--- src/rtl/cardinal_pkg.sv ---
// Shared definitions for the cardinal router input port: packet field positions,
// route encodings and the XY route selection function.
package cardinal_pkg;

  localparam int PAC_WIDTH = 64;

  localparam int VC_BIT = 0;
  localparam int DX_BIT = 1;
  localparam int DY_BIT = 2;
  localparam int HX_MSB = 8;
  localparam int HX_LSB = 15;
  localparam int HY_MSB = 16;
  localparam int HY_LSB = 23;

  localparam logic [0:2] ROUTE_X  = 3'b100;
  localparam logic [0:2] ROUTE_Y  = 3'b010;
  localparam logic [0:2] ROUTE_PE = 3'b001;

  // X is exhausted before Y; a packet with no hops left is for the local PE.
  function automatic logic [0:2] route_of(input logic [0:PAC_WIDTH-1] pkt);
    if (pkt[HX_MSB:HX_LSB] != 8'd0) return ROUTE_X;
    if (pkt[HY_MSB:HY_LSB] != 8'd0) return ROUTE_Y;
    return ROUTE_PE;
  endfunction

endpackage

--- src/rtl/cardinal_input_port_if.sv ---
// Link-side (si/ri/di) and switch-side (req/gnt/do) signals of the input port.
interface cardinal_input_port_if;
  import cardinal_pkg::*;

  logic                 in_si;
  logic                 in_ri;
  logic [0:PAC_WIDTH-1] in_di;
  logic [0:2]           sw_req;
  logic                 sw_gnt;
  logic [0:PAC_WIDTH-1] sw_do;

  modport master (output in_si, in_di, sw_gnt, input in_ri, sw_req, sw_do);
  modport slave  (input in_si, in_di, sw_gnt, output in_ri, sw_req, sw_do);
endinterface

--- src/rtl/cardinal_vc_slot.sv ---
// One-entry virtual-channel slot: packet register, full flag, precomputed route
// and the hop-decremented view presented to the crossbar.
module cardinal_vc_slot
  import cardinal_pkg::*;
(
  input  logic                 clk,
  input  logic                 reset,
  input  logic                 wr_en,
  input  logic [0:PAC_WIDTH-1] wr_data,
  input  logic                 clr,
  output logic                 full,
  output logic [0:2]           req,
  output logic [0:PAC_WIDTH-1] rd_data
);

  logic                 full_q;
  logic [0:2]           route_q;
  logic [0:PAC_WIDTH-1] data_q;

  always_ff @(posedge clk) begin
    if (!reset) begin
      full_q  <= 1'b0;
      route_q <= 3'b000;
      data_q  <= '0;
    end else if (wr_en) begin
      full_q  <= 1'b1;
      route_q <= route_of(wr_data);
      data_q  <= wr_data;
    end else if (clr) begin
      full_q  <= 1'b0;
    end
  end

  // The route only picks a dimension whose count is nonzero, so no underflow.
  always_comb begin
    rd_data = '0;
    req     = 3'b000;
    if (full_q) begin
      req     = route_q;
      rd_data = data_q;
      if (route_q == ROUTE_X)
        rd_data[HX_MSB:HX_LSB] = data_q[HX_MSB:HX_LSB] - 8'd1;
      else if (route_q == ROUTE_Y)
        rd_data[HY_MSB:HY_LSB] = data_q[HY_MSB:HY_LSB] - 8'd1;
    end
  end

  assign full = full_q;

endmodule

--- src/rtl/cardinal_input_port.sv ---
// Router input port: two VC slots, written on the link in the opposite-polarity
// cycle and read through the switch in the same-polarity cycle.
module cardinal_input_port
  import cardinal_pkg::*;
(
  input  logic                  clk,
  input  logic                  reset,
  input  logic                  polarity,
  cardinal_input_port_if.slave  port
);

  logic                 wv;
  logic                 rv;
  logic                 wr_ok;
  logic [1:0]           full;
  logic [0:2]           req  [2];
  logic [0:PAC_WIDTH-1] rdat [2];

  assign wv = ~polarity;
  assign rv = polarity;

  assign port.in_ri = ~full[wv];
  assign wr_ok      = port.in_si & port.in_ri & (port.in_di[VC_BIT] == wv);

  // wv and rv always differ, so a write and a grant never hit the same slot.
  for (genvar v = 0; v < 2; v++) begin : g_slot
    cardinal_vc_slot u_slot (
      .clk     (clk),
      .reset   (reset),
      .wr_en   (wr_ok & (wv == 1'(v))),
      .wr_data (port.in_di),
      .clr     (port.sw_gnt & full[v] & (rv == 1'(v))),
      .full    (full[v]),
      .req     (req[v]),
      .rd_data (rdat[v])
    );
  end

  assign port.sw_req = req[rv];
  assign port.sw_do  = rdat[rv];

  a_vc_matches_polarity : assert property (@(posedge clk) disable iff (!reset)
    !(port.in_si && port.in_ri && (port.in_di[VC_BIT] != wv)));

endmodule

--- src/flat_wrapper.sv ---
// flat-port wrapper written by rule: the top's interface ports become plain ports
module cardinal_input_port_flat import cardinal_pkg::*;
  (clk, reset, polarity, port_in_si, port_in_di, port_sw_gnt, port_in_ri, port_sw_req, port_sw_do);
  cardinal_input_port_if port_i ();
  input  logic clk;
  input  logic reset;
  input  logic polarity;
  input wire logic [$bits(port_i.in_si)-1:0] port_in_si;
  input wire logic [$bits(port_i.in_di)-1:0] port_in_di;
  input wire logic [$bits(port_i.sw_gnt)-1:0] port_sw_gnt;
  output wire logic [$bits(port_i.in_ri)-1:0] port_in_ri;
  output wire logic [$bits(port_i.sw_req)-1:0] port_sw_req;
  output wire logic [$bits(port_i.sw_do)-1:0] port_sw_do;
  assign port_i.in_si = port_in_si;
  assign port_i.in_di = port_in_di;
  assign port_i.sw_gnt = port_sw_gnt;
  assign port_in_ri = port_i.in_ri;
  assign port_sw_req = port_i.sw_req;
  assign port_sw_do = port_i.sw_do;
  cardinal_input_port u_core (.clk(clk), .reset(reset), .polarity(polarity), .port(port_i));
endmodule
--- config.mk ---
export PLATFORM = sky130hd
export DESIGN_NAME = cardinal_input_port_flat
export DESIGN_NICKNAME = d
export VERILOG_FILES = /design/src/rtl/cardinal_pkg.sv /design/src/rtl/cardinal_input_port_if.sv /design/src/rtl/cardinal_vc_slot.sv /design/src/rtl/cardinal_input_port.sv /design/src/flat_wrapper.sv
export SDC_FILE = /design/constraint.sdc
export NUM_CORES = 1
export LEC_CHECK = 0
export BUFFER_PORTS_ARGS = -buffer_cell sky130_fd_sc_hd__clkbuf_2
export CAP_MARGIN = 20
export CORE_MARGIN = 1.5
export CORE_UTILIZATION = 56
export CTS_BUF_LIST = sky130_fd_sc_hd__clkbuf_8
export DETAILED_ROUTE_END_ITERATION = 8
export PLACE_DENSITY_LB_ADDON = 0.15
export SYNTH_ARGS = -nofsm -noshare
export SYNTH_HDL_FRONTEND = slang
export SYNTH_SLANG_ARGS = --single-unit
--- constraint.sdc ---
create_clock -name clk -period 2.25 [get_ports clk]
set_clock_uncertainty 0.2 [all_clocks]
set_input_delay 0.3375 -clock clk [delete_from_list [all_inputs] [get_ports clk]]
set_output_delay 0.3375 -clock clk [all_outputs]
set_load 0.01 [all_outputs]
==> results of run 1 <==
==> metrics by stage <==
step                setup TNS [ns]  instance area [um2]  setup slack, ns  hold WS [ns]
finish                       -1.59                 8430           -0.264         0.193
global route                 -2.66                 8430           -0.327         0.220
CTS                          -1.00                 8330           -0.297         0.187
detailed placement               0                 7180            0.131         0.251
global placement                 0                 7180            0.179         0.240
floorplan                        0                 6320            0.331         0.235
==> synth_stat cells, types with 4 or more instances <==
| cell type | count | share of area |
|---|---|---|
| sky130_fd_sc_hd__a21boi_0 | 112 | 0.13 |
| sky130_fd_sc_hd__a21boi_1 | 17 | 0.020 |
| sky130_fd_sc_hd__a22o_1 | 50 | 0.069 |
| sky130_fd_sc_hd__buf_2 | 20 | 0.016 |
| sky130_fd_sc_hd__clkbuf_1 | 39 | 0.023 |
| sky130_fd_sc_hd__dfxtp_1 | 136 | 0.43 |
| sky130_fd_sc_hd__ha_1 | 4 | 0.0079 |
| sky130_fd_sc_hd__inv_1 | 9 | 0.0053 |
| sky130_fd_sc_hd__nand2_1 | 271 | 0.16 |
| sky130_fd_sc_hd__nand3_1 | 12 | 0.0095 |
| sky130_fd_sc_hd__nor2_1 | 11 | 0.0065 |
| sky130_fd_sc_hd__nor3_1 | 4 | 0.0032 |
| sky130_fd_sc_hd__nor3b_2 | 4 | 0.0079 |
| sky130_fd_sc_hd__nor4_1 | 9 | 0.0089 |
| sky130_fd_sc_hd__o21ai_0 | 5 | 0.0040 |
| sky130_fd_sc_hd__o22ai_1 | 15 | 0.015 |
| sky130_fd_sc_hd__xnor2_1 | 7 | 0.0097 |
| sky130_fd_sc_hd__xor2_1 | 21 | 0.029 |
==> metal layers <==
metal | global-route usage | part of all wire | wire length (um)
met5 | 0 | 0 | 0
met3 | 0.0849 | 0.059 | 1050
met2 | 0.511 | 0.50 | 8900
met4 | 0.121 | 0.026 | 465
met1 | 0.353 | 0.41 | 7250
==> cell families (layout without fill, tap and decap cells) <==
logic type               after synthesis  in the layout
multiplexers                           1              1
adder cells (fa/ha/maj)                4              4
flip-flops                           136            136
AO/OA/AOI/OAI                        206            206
buffers and inverters                 70            266
XOR/XNOR                              28             28
AND/OR/NAND/NOR                      330            330
==> worst register-to-register path, delay by kind of cell, from the launching register on <==
| kind | cells | cell delay, ns |
|---|---|---|
| buffers and inverters | 1 | 0.39 |
| AO/OA/AOI/OAI | 1 | 0.21 |
| flip-flops | 1 | 0.41 |
| AND/OR/NAND/NOR | 2 | 0.45 |
==> state kept, by name (all words and copies together), names as in the netlist <==
register	count
u_core.g_slot.u_slot.data_q	128
u_core.g_slot.u_slot.route_q	6
u_core.g_slot.u_slot.full	2
==> layout make-up <==
| class | count | area share |
|---|---|---|
| multi-input combinational | 569 | 0.415 |
| tap | 140 | 0.0208 |
| clock inverter | 15 | 0.0183 |
| timing repair buffer | 225 | 0.189 |
| clock buffer | 17 | 0.0278 |
| sequential | 136 | 0.326 |
| inverter | 9 | 0.00401 |
==> what timing repair did <==
item / CTS / global route
endpoints found under the setup margin: 23 / 18
endpoints found under the hold margin: 127 / 0
gates resized for setup: 30 / 36
hold buffers: 64 / 0
buffers inserted: 4 / 2
pin swaps: 7 / 10
==> power breakdown <==
group / internal (uW) / total (uW) / switching (uW)
Clock: 985 / 1960 / 976
Combinational: 277 / 568 / 291
Sequential: 2480 / 2540 / 59.0
Total: 3740 / 5070 / 1330
==> worst max-delay path by stage <==
stage                endpoint  cells after the start  slack [ns]                                            start
4_1_cts        port_sw_do[47]                      5       -0.30  u_core.g_slot[0].u_slot.data_q[23]$_SDFFE_PN0P_
6_report       port_sw_do[47]                      5       -0.26  u_core.g_slot[0].u_slot.data_q[22]$_SDFFE_PN0P_
3_3_place_gp   port_sw_do[47]                      5        0.18  u_core.g_slot[0].u_slot.route_q[0]$_SDFFE_PN0P_
5_1_grt        port_sw_do[47]                      5       -0.33  u_core.g_slot[0].u_slot.data_q[22]$_SDFFE_PN0P_
3_5_place_dp   port_sw_do[47]                      5        0.13  u_core.g_slot[0].u_slot.route_q[0]$_SDFFE_PN0P_
2_1_floorplan  port_sw_do[47]                      4        0.33  u_core.g_slot[0].u_slot.route_q[0]$_SDFFE_PN0P_
==> impl_results.rst, run 1 <==
.. list-table::
   :header-rows: 1

   * - Metric
     - Value
   * - Final Max Slew Viols
     - 0
   * - CP startpoint kind
     - register
   * - Core area
     - about 11000 um2
   * - Horizontal extent of the die
     - 109 um
   * - Power per unit of standard cell area
     - 602 nW/um2
   * - Clock H-tree levels
     - 4
   * - Most frequent cells in the layout
     - 266 x sky130_fd_sc_hd__nand2_1, 125 x sky130_fd_sc_hd__dfxtp_1, 121 x sky130_fd_sc_hd__clkbuf_2
   * - Cells after synthesis
     - 775
   * - Num rows
     - 38
   * - Final Non-Filler Cells
     - roughly 1.1k
   * - Overall track demand over capacity in global routing
     - 0.299
   * - Maximum fanout along the worst path
     - 2
   * - Routed Wire Length
     - 17.7 mm
   * - Share of cells above drive strength 1
     - 0.248
   * - Vias in the first global route
     - slightly above 6k
   * - Total of warnings raised by yosys
     - 0
   * - Setup repair after global routing missed its margin
     - yes
   * - Weighted congestion at the end of routability-driven global placement
     - 0.811
   * - Startpoint of the lowest-slack hold path
     - reset
   * - Flops & latches, synth
     - 136
   * - Peak supply drop
     - approximately 0.5 mV
   * - Core utilization of the finished layout
     - 0.771
   * - Clk Latency, worst-skew pair
     - 0.45 ns
   * - Number of antenna violations at the first check in global routing
     - 0
   * - Fill count
     - 770
   * - Cells after DPL
     - just over 1k
   * - Sequential cell area
     - 2740 um2
   * - Type of the worst setup path
     - reg -> out
   * - Library cell contributing the largest single delay on the critical path
     - sky130_fd_sc_hd__or4_4
   * - Top Ports
     - 137
   * - Net total in the final layout
     - 1031
   * - WHS Path Cells
     - 3
   * - Clock Tree Buf Depth
     - 2
   * - Total clock buffers created by CTS
     - 17
   * - Initial standard-cell utilization of the core
     - 0.578
   * - Cell family with most CP delay
     - simple AND/OR/NAND/NOR gates
   * - Diodes inserted
     - 0
   * - Leak
     - 0.00325 uW
   * - Capture point of the worst reg-to-reg path
     - u_core.g_slot[1].u_slot.data_q[57]$_SDFFE_PN0P_
   * - Fmax achieved
     - slightly below 0.4 GHz
   * - Number of flops mapped to enable cells by yosys
     - 0
   * - Post-Synth Adder-Cell Area
     - 0.00792
   * - Worst R2R Setup Slack
     - about 0.53 ns
   * - Data required time of the critical path
     - between 1.5 and 2 ns
   * - Run status
     - finished with violations
   * - Drt initial violations
     - between 400 and 500
   * - Layout Area Growth over Synthesis
     - 33.3%
   * - Ys flop type
     - sky130_fd_sc_hd__dfxtp_1
   * - Die height
     - 109 um
   * - Post-synthesis compound-gate area fraction
     - 0.252
   * - Die outline area
     - between 10000 and 15000 um2
   * - Power consumption
     - 5070 uW
   * - First-pass GRT wire length
     - 27.8 mm
   * - Avg WL per Cell
     - 15.9 um
   * - Count of clock tree sinks
     - 136
   * - Post-route DRC
     - 0
   * - Headroom to the max-slew limit
     - 0.736
   * - Reg2reg start
     - u_core.g_slot[1].u_slot.full$_SDFFE_PN0P_
   * - Synthesized net count
     - ~850
   * - Worst Hold Path EP
     - u_core.g_slot[0].u_slot.data_q[46]$_SDFFE_PN0P_
   * - Ratio of routed vias to standard cells
     - 5.65
   * - Register clock-pin slew on the reported worst setup and hold paths
     - ~0.090 ns
   * - Period Utilization, post-route
     - 1.12
   * - CP arrival
     - 1.98 ns
   * - Antenna Nets Post-Route
     - 0
   * - Min Clock Period, post-route
     - around 2.5 ns
   * - Class of the worst hold path
     - in -> reg
   * - Synthesized-area fraction occupied by xor and xnor cells
     - 0.0388
   * - Kind of end point of the critical path
     - output port
   * - Pin count of the biggest net entering global routing
     - 96
   * - Worst Setup Slack, final
     - -0.264 ns
   * - Logic depth of the worst register-to-register path
     - 4
   * - Final setup violation count
     - 13
   * - Total gr overflow
     - 0
   * - Crit-path max cell delay
     - 0.54 ns
   * - Detailed placer's ending HPWL
     - 10.6 mm
   * - Average cell area after synthesis
     - 8.16 um2
   * - Count of buffers inserted at the top-level ports
     - approximately 140
   * - Worst Max-Slew Pin Slew
     - just under 0.4 ns
   * - Crit path cell chain
     - or4_4, nor4_4, xnor2_1, o22ai_2, buf_2
   * - Ys async rst share
     - 0
   * - Multiplexer share of the synthesized area
     - 0.00158
   * - Leading cell type in the layout, fill and taps excluded
     - sky130_fd_sc_hd__nand2_1
   * - Final hold viol count
     - 0
   * - Failing checks
     - negative setup slack
   * - Via total after detailed routing
     - 6272
   * - Root Driver
     - sky130_fd_sc_hd__clkbuf_8
   * - Largest family of logic cells by synthesized area
     - compound AO/OA/AOI/OAI gates
   * - Area of combinational cells with multiple inputs
     - 3490 um2
   * - Number of maximum-capacitance constraint violations
     - 0
   * - Sequential-to-total area share from yosys stat
     - 0.431
   * - Post-synthesis cell type count
     - 38
   * - Share of synthesized cell area in and, or, nand and nor gates
     - 0.223
   * - Pre-Repair DR Iteration Count
     - 5
   * - Count of buffer and inverter cells on the critical path
     - 1
   * - Mapped Area
     - 6320 um2
   * - Clock tree from TritonCTS
     - built
(Power assumes the default switching activity.)
==> inputs of run 2 (changes only) <==
--- a/config.mk
+++ b/config.mk
@@ -7,10 +7,10 @@
 export LEC_CHECK = 0
 export BUFFER_PORTS_ARGS = -buffer_cell sky130_fd_sc_hd__clkbuf_2
-export CAP_MARGIN = 20
+export CAP_MARGIN = 15
 export CORE_MARGIN = 1.5
 export CORE_UTILIZATION = 56
 export CTS_BUF_LIST = sky130_fd_sc_hd__clkbuf_8
 export DETAILED_ROUTE_END_ITERATION = 8
-export PLACE_DENSITY_LB_ADDON = 0.15
+export PLACE_DENSITY = 0.89
 export SYNTH_ARGS = -nofsm -noshare
 export SYNTH_HDL_FRONTEND = slang
--- a/constraint.sdc
+++ b/constraint.sdc
@@ -3,3 +3,3 @@
 set_input_delay 0.3375 -clock clk [delete_from_list [all_inputs] [get_ports clk]]
 set_output_delay 0.3375 -clock clk [all_outputs]
-set_load 0.01 [all_outputs]
+set_load 0.05 [all_outputs]
==> run 2 against run 1 <==
Net effect:
- global-route usage up 2.0 points
- clock-buffer cell count unchanged
- sequential power about the same
- die area unchanged
- the run still ends with negative setup slack left
- largest cell class unchanged
==> impl_results.rst, run 2 (synthesis gave the netlist of run 1 again) <==
.. list-table::
   :header-rows: 1

   * - Metric
     - Value
   * - Num rows
     - 38 (unchanged)
   * - Min Hold Slack
     - 0.0258 ns (was 0.193 ns)
   * - Final hold viol count
     - 0 (unchanged)
   * - Root Driver
     - sky130_fd_sc_hd__clkbuf_8 (unchanged)
   * - Pin count of the biggest net entering global routing
     - 74 (was 96)
   * - Top Ports
     - 137 (unchanged)
   * - Data required time of the critical path
     - 1.71 ns (about the same)
   * - Routed Wire Length
     - 20.2 mm (was 17.7 mm)
   * - First-pass GRT wire length
     - 29.7 mm (was 27.8 mm)
   * - Worst Max-Slew Pin Slew
     - 0.616 ns (was 0.393 ns)
   * - Ratio of routed vias to standard cells
     - 5.78 (was 5.65)
   * - Setup TNS
     - -2.63 ns (was -1.59 ns)
   * - Worst setup path startpoint
     - u_core.g_slot[1].u_slot.route_q[2]$_SDFFE_PN0P_ (was u_core.g_slot[0].u_slot.data_q[22]$_SDFFE_PN0P_)
   * - Clock Tree Buf Depth
     - 2 (unchanged)
   * - Library cell contributing the largest single delay on the critical path
     - sky130_fd_sc_hd__dfxtp_4 (was sky130_fd_sc_hd__or4_4)
   * - Drt initial violations
     - 495 (was 402)
   * - Pre-CTS WS
     - 0.0754 ns (was 0.131 ns)
   * - Startpoint of the lowest-slack hold path
     - port_in_di[46] (was reset)
   * - Count of buffers inserted at the top-level ports
     - 136 (unchanged)
   * - Initial standard-cell utilization of the core
     - 0.578 (unchanged)
   * - Count of clock tree sinks
     - 136 (unchanged)
   * - Headroom to the max-slew limit
     - 0.585 (was 0.736)
   * - Final setup violation count
     - 17 (was 13)
   * - Weighted congestion at the end of routability-driven global placement
     - 0.884 (was 0.811)
   * - Period Utilization, post-route
     - 1.13 (was 1.12)
   * - Crit-path max cell delay
     - 0.36 ns (was 0.54 ns)
   * - Max reg flops
     - 128 (unchanged)
   * - Type of the worst setup path
     - reg -> out (unchanged)
   * - Clock tree from TritonCTS
     - built (unchanged)
   * - Leading cell type in the layout, fill and taps excluded
     - sky130_fd_sc_hd__nand2_1 (unchanged)
   * - Clock H-tree levels
     - 4 (unchanged)
   * - Final Max Slew Viols
     - 0 (unchanged)
   * - Peak supply drop
     - 0.425 mV (was 0.504 mV)
   * - Run status
     - finished with violations (unchanged)
   * - Class of the worst hold path
     - in -> reg (unchanged)
   * - Total clock buffers created by CTS
     - 17 (unchanged)
   * - Share of cells above drive strength 1
     - 0.272 (was 0.248)
   * - Antenna Nets Post-Route
     - 0 (unchanged)
   * - Die outline area
     - 11900 um2 (unchanged)
   * - Min Clock Period, post-route
     - 2.54 ns (was 2.51 ns)
   * - Layout Area Growth over Synthesis
     - 44.3% (was 33.3%)
   * - Worst Setup Slack, final
     - -0.286 ns (was -0.264 ns)
   * - Diodes inserted
     - 0 (unchanged)
   * - Number of antenna violations at the first check in global routing
     - 0 (unchanged)
   * - Maximum fanout along the worst path
     - 5 (was 2)
   * - Number of maximum-capacitance constraint violations
     - 0 (unchanged)
   * - Fmax achieved
     - 0.394 GHz (was 0.398 GHz)
   * - Reg2reg start
     - u_core.g_slot[1].u_slot.full$_SDFFE_PN0P_ (unchanged)
   * - Clk Latency, worst-skew pair
     - 0.41 ns (was 0.45 ns)
   * - Net total in the final layout
     - 1053 (was 1031)
   * - Kind of end point of the critical path
     - output port (unchanged)
   * - Core area
     - 10900 um2 (unchanged)
   * - Avg WL per Cell
     - 17.8 um (was 15.9 um)
   * - Crit path cell chain
     - nor3b_4, buf_6, nand4b_1, xor2_1, o22ai_2, clkbuf_8 (was or4_4, nor4_4, xnor2_1, o22ai_2, buf_2)
   * - CP arrival
     - 2.00 ns (was 1.98 ns)
   * - Detailed placer's ending HPWL
     - 10.3 mm (was 10.6 mm)
   * - Fill count
     - 598 (was 770)
   * - Setup repair after global routing missed its margin
     - yes (unchanged)
   * - Failing checks
     - negative setup slack (unchanged)
   * - Via total after detailed routing
     - 6546 (was 6272)
   * - Pre-Repair DR Iteration Count
     - 5 (unchanged)
   * - Register clock-pin slew on the reported worst setup and hold paths
     - 0.07 ns (was 0.09 ns)
   * - Top reg by flops
     - u_core.g_slot.u_slot.data_q (unchanged)
   * - Die height
     - 109 um (unchanged)
   * - Post-route DRC
     - 0 (unchanged)
   * - Horizontal extent of the die
     - 109 um (unchanged)
   * - Overall track demand over capacity in global routing
     - 0.319 (was 0.299)
   * - Vias in the first global route
     - 6254 (was 6040)
   * - Total gr overflow
     - 0 (unchanged)
   * - Most frequent cells in the layout
     - 268 x sky130_fd_sc_hd__nand2_1, 126 x sky130_fd_sc_hd__dfxtp_1, 112 x sky130_fd_sc_hd__a21boi_0 (was 266 x sky130_fd_sc_hd__nand2_1, 125 x sky130_fd_sc_hd__dfxtp_1, 121 x sky130_fd_sc_hd__clkbuf_2)
   * - Power per unit of standard cell area
     - 580 nW/um2 (was 602 nW/um2)
   * - Leak
     - 0.00349 uW (was 0.00325 uW)
   * - CP startpoint kind
     - register (unchanged)
-- run 2: cell count changes in the layout (fill, tap and decap cells not counted), sizes merged --
cell / change
buf: +43
bufinv: +1
clkbuf: -18
clkinv: -2
clkinvlp: +1
dlygate4sd3: -3
-- run 2: timing repair --
item	in CTS	in global routing
endpoints found under the hold margin	120	0
setup buffers	9	6
resized for setup	79	135
pin swaps	12	16
hold buffers	61	0
gates cloned	1	5
endpoints found under the setup margin	67	64
-- run 2: critical path, delay by kind of cell (launching register included) --
family                    cells  cell delay, ns
AOI/OAI and AO/OA             1            0.12
xor gates and xnor gates      1            0.33
buffers and inverters         2            0.35
DFF                           1            0.36
and+or+nand+nor               2            0.42
-- run 2: layer usage --
layer / vias up / global-route usage / routed length (um)
li1: 3045 / - / -
met1: 3131 / 0.360 / 7680
met2: 317 / 0.558 / 10500
met3: 53 / 0.0986 / 1560
met4: 0 / 0.127 / 518
met5: - / 0 / 0
-- run 2: where the power goes --
group	switching (uW)	total (uW)	leakage, uW	internal, uW
combinational	345	651	0.00218	307
sequential	62.0	2550	0.00111	2480
clock	989	2090	0.000199	1100
total	1400	5290	0.00349	3890
-- run 2: path summary, 6_finish.rpt --
kind / end / cells past startpoint / slack, ns
hold reg to reg: u_core.g_slot[0].u_slot.data_q[36]$_SDFFE_PN0P_ / 2 / 0.26
setup reg to reg: u_core.g_slot[1].u_slot.data_q[40]$_SDFFE_PN0P_ / 4 / 0.53
hold / removal: u_core.g_slot[0].u_slot.data_q[17]$_SDFFE_PN0P_ / 3 / 0.03
setup / recovery: port_sw_do[45] / 6 / -0.29
-- run 2: per-stage QoR --
step	total power, uW	utilization	std cells	instance area [um2]
floorplan	2880	-	775	6350
global placement	3060	0.672	1019	7350
detailed placement	3080	0.672	1019	7350
CTS	5210	0.797	1122	8720
global route	5470	0.834	1133	9120
finish	5290	0.834	1133	9120
-- run 2: area by class of cell --
cell class / instances / area [um2] / area share
clock buffers: 17 / 234 / 0.0257
clock inverters: 15 / 175 / 0.0192
inverters: 9 / 33.8 / 0.00370
multi-input cells: 569 / 3560 / 0.391
flip-flops and latches: 136 / 2740 / 0.300
well taps: 140 / 175 / 0.0192
repair buffers: 247 / 2200 / 0.241
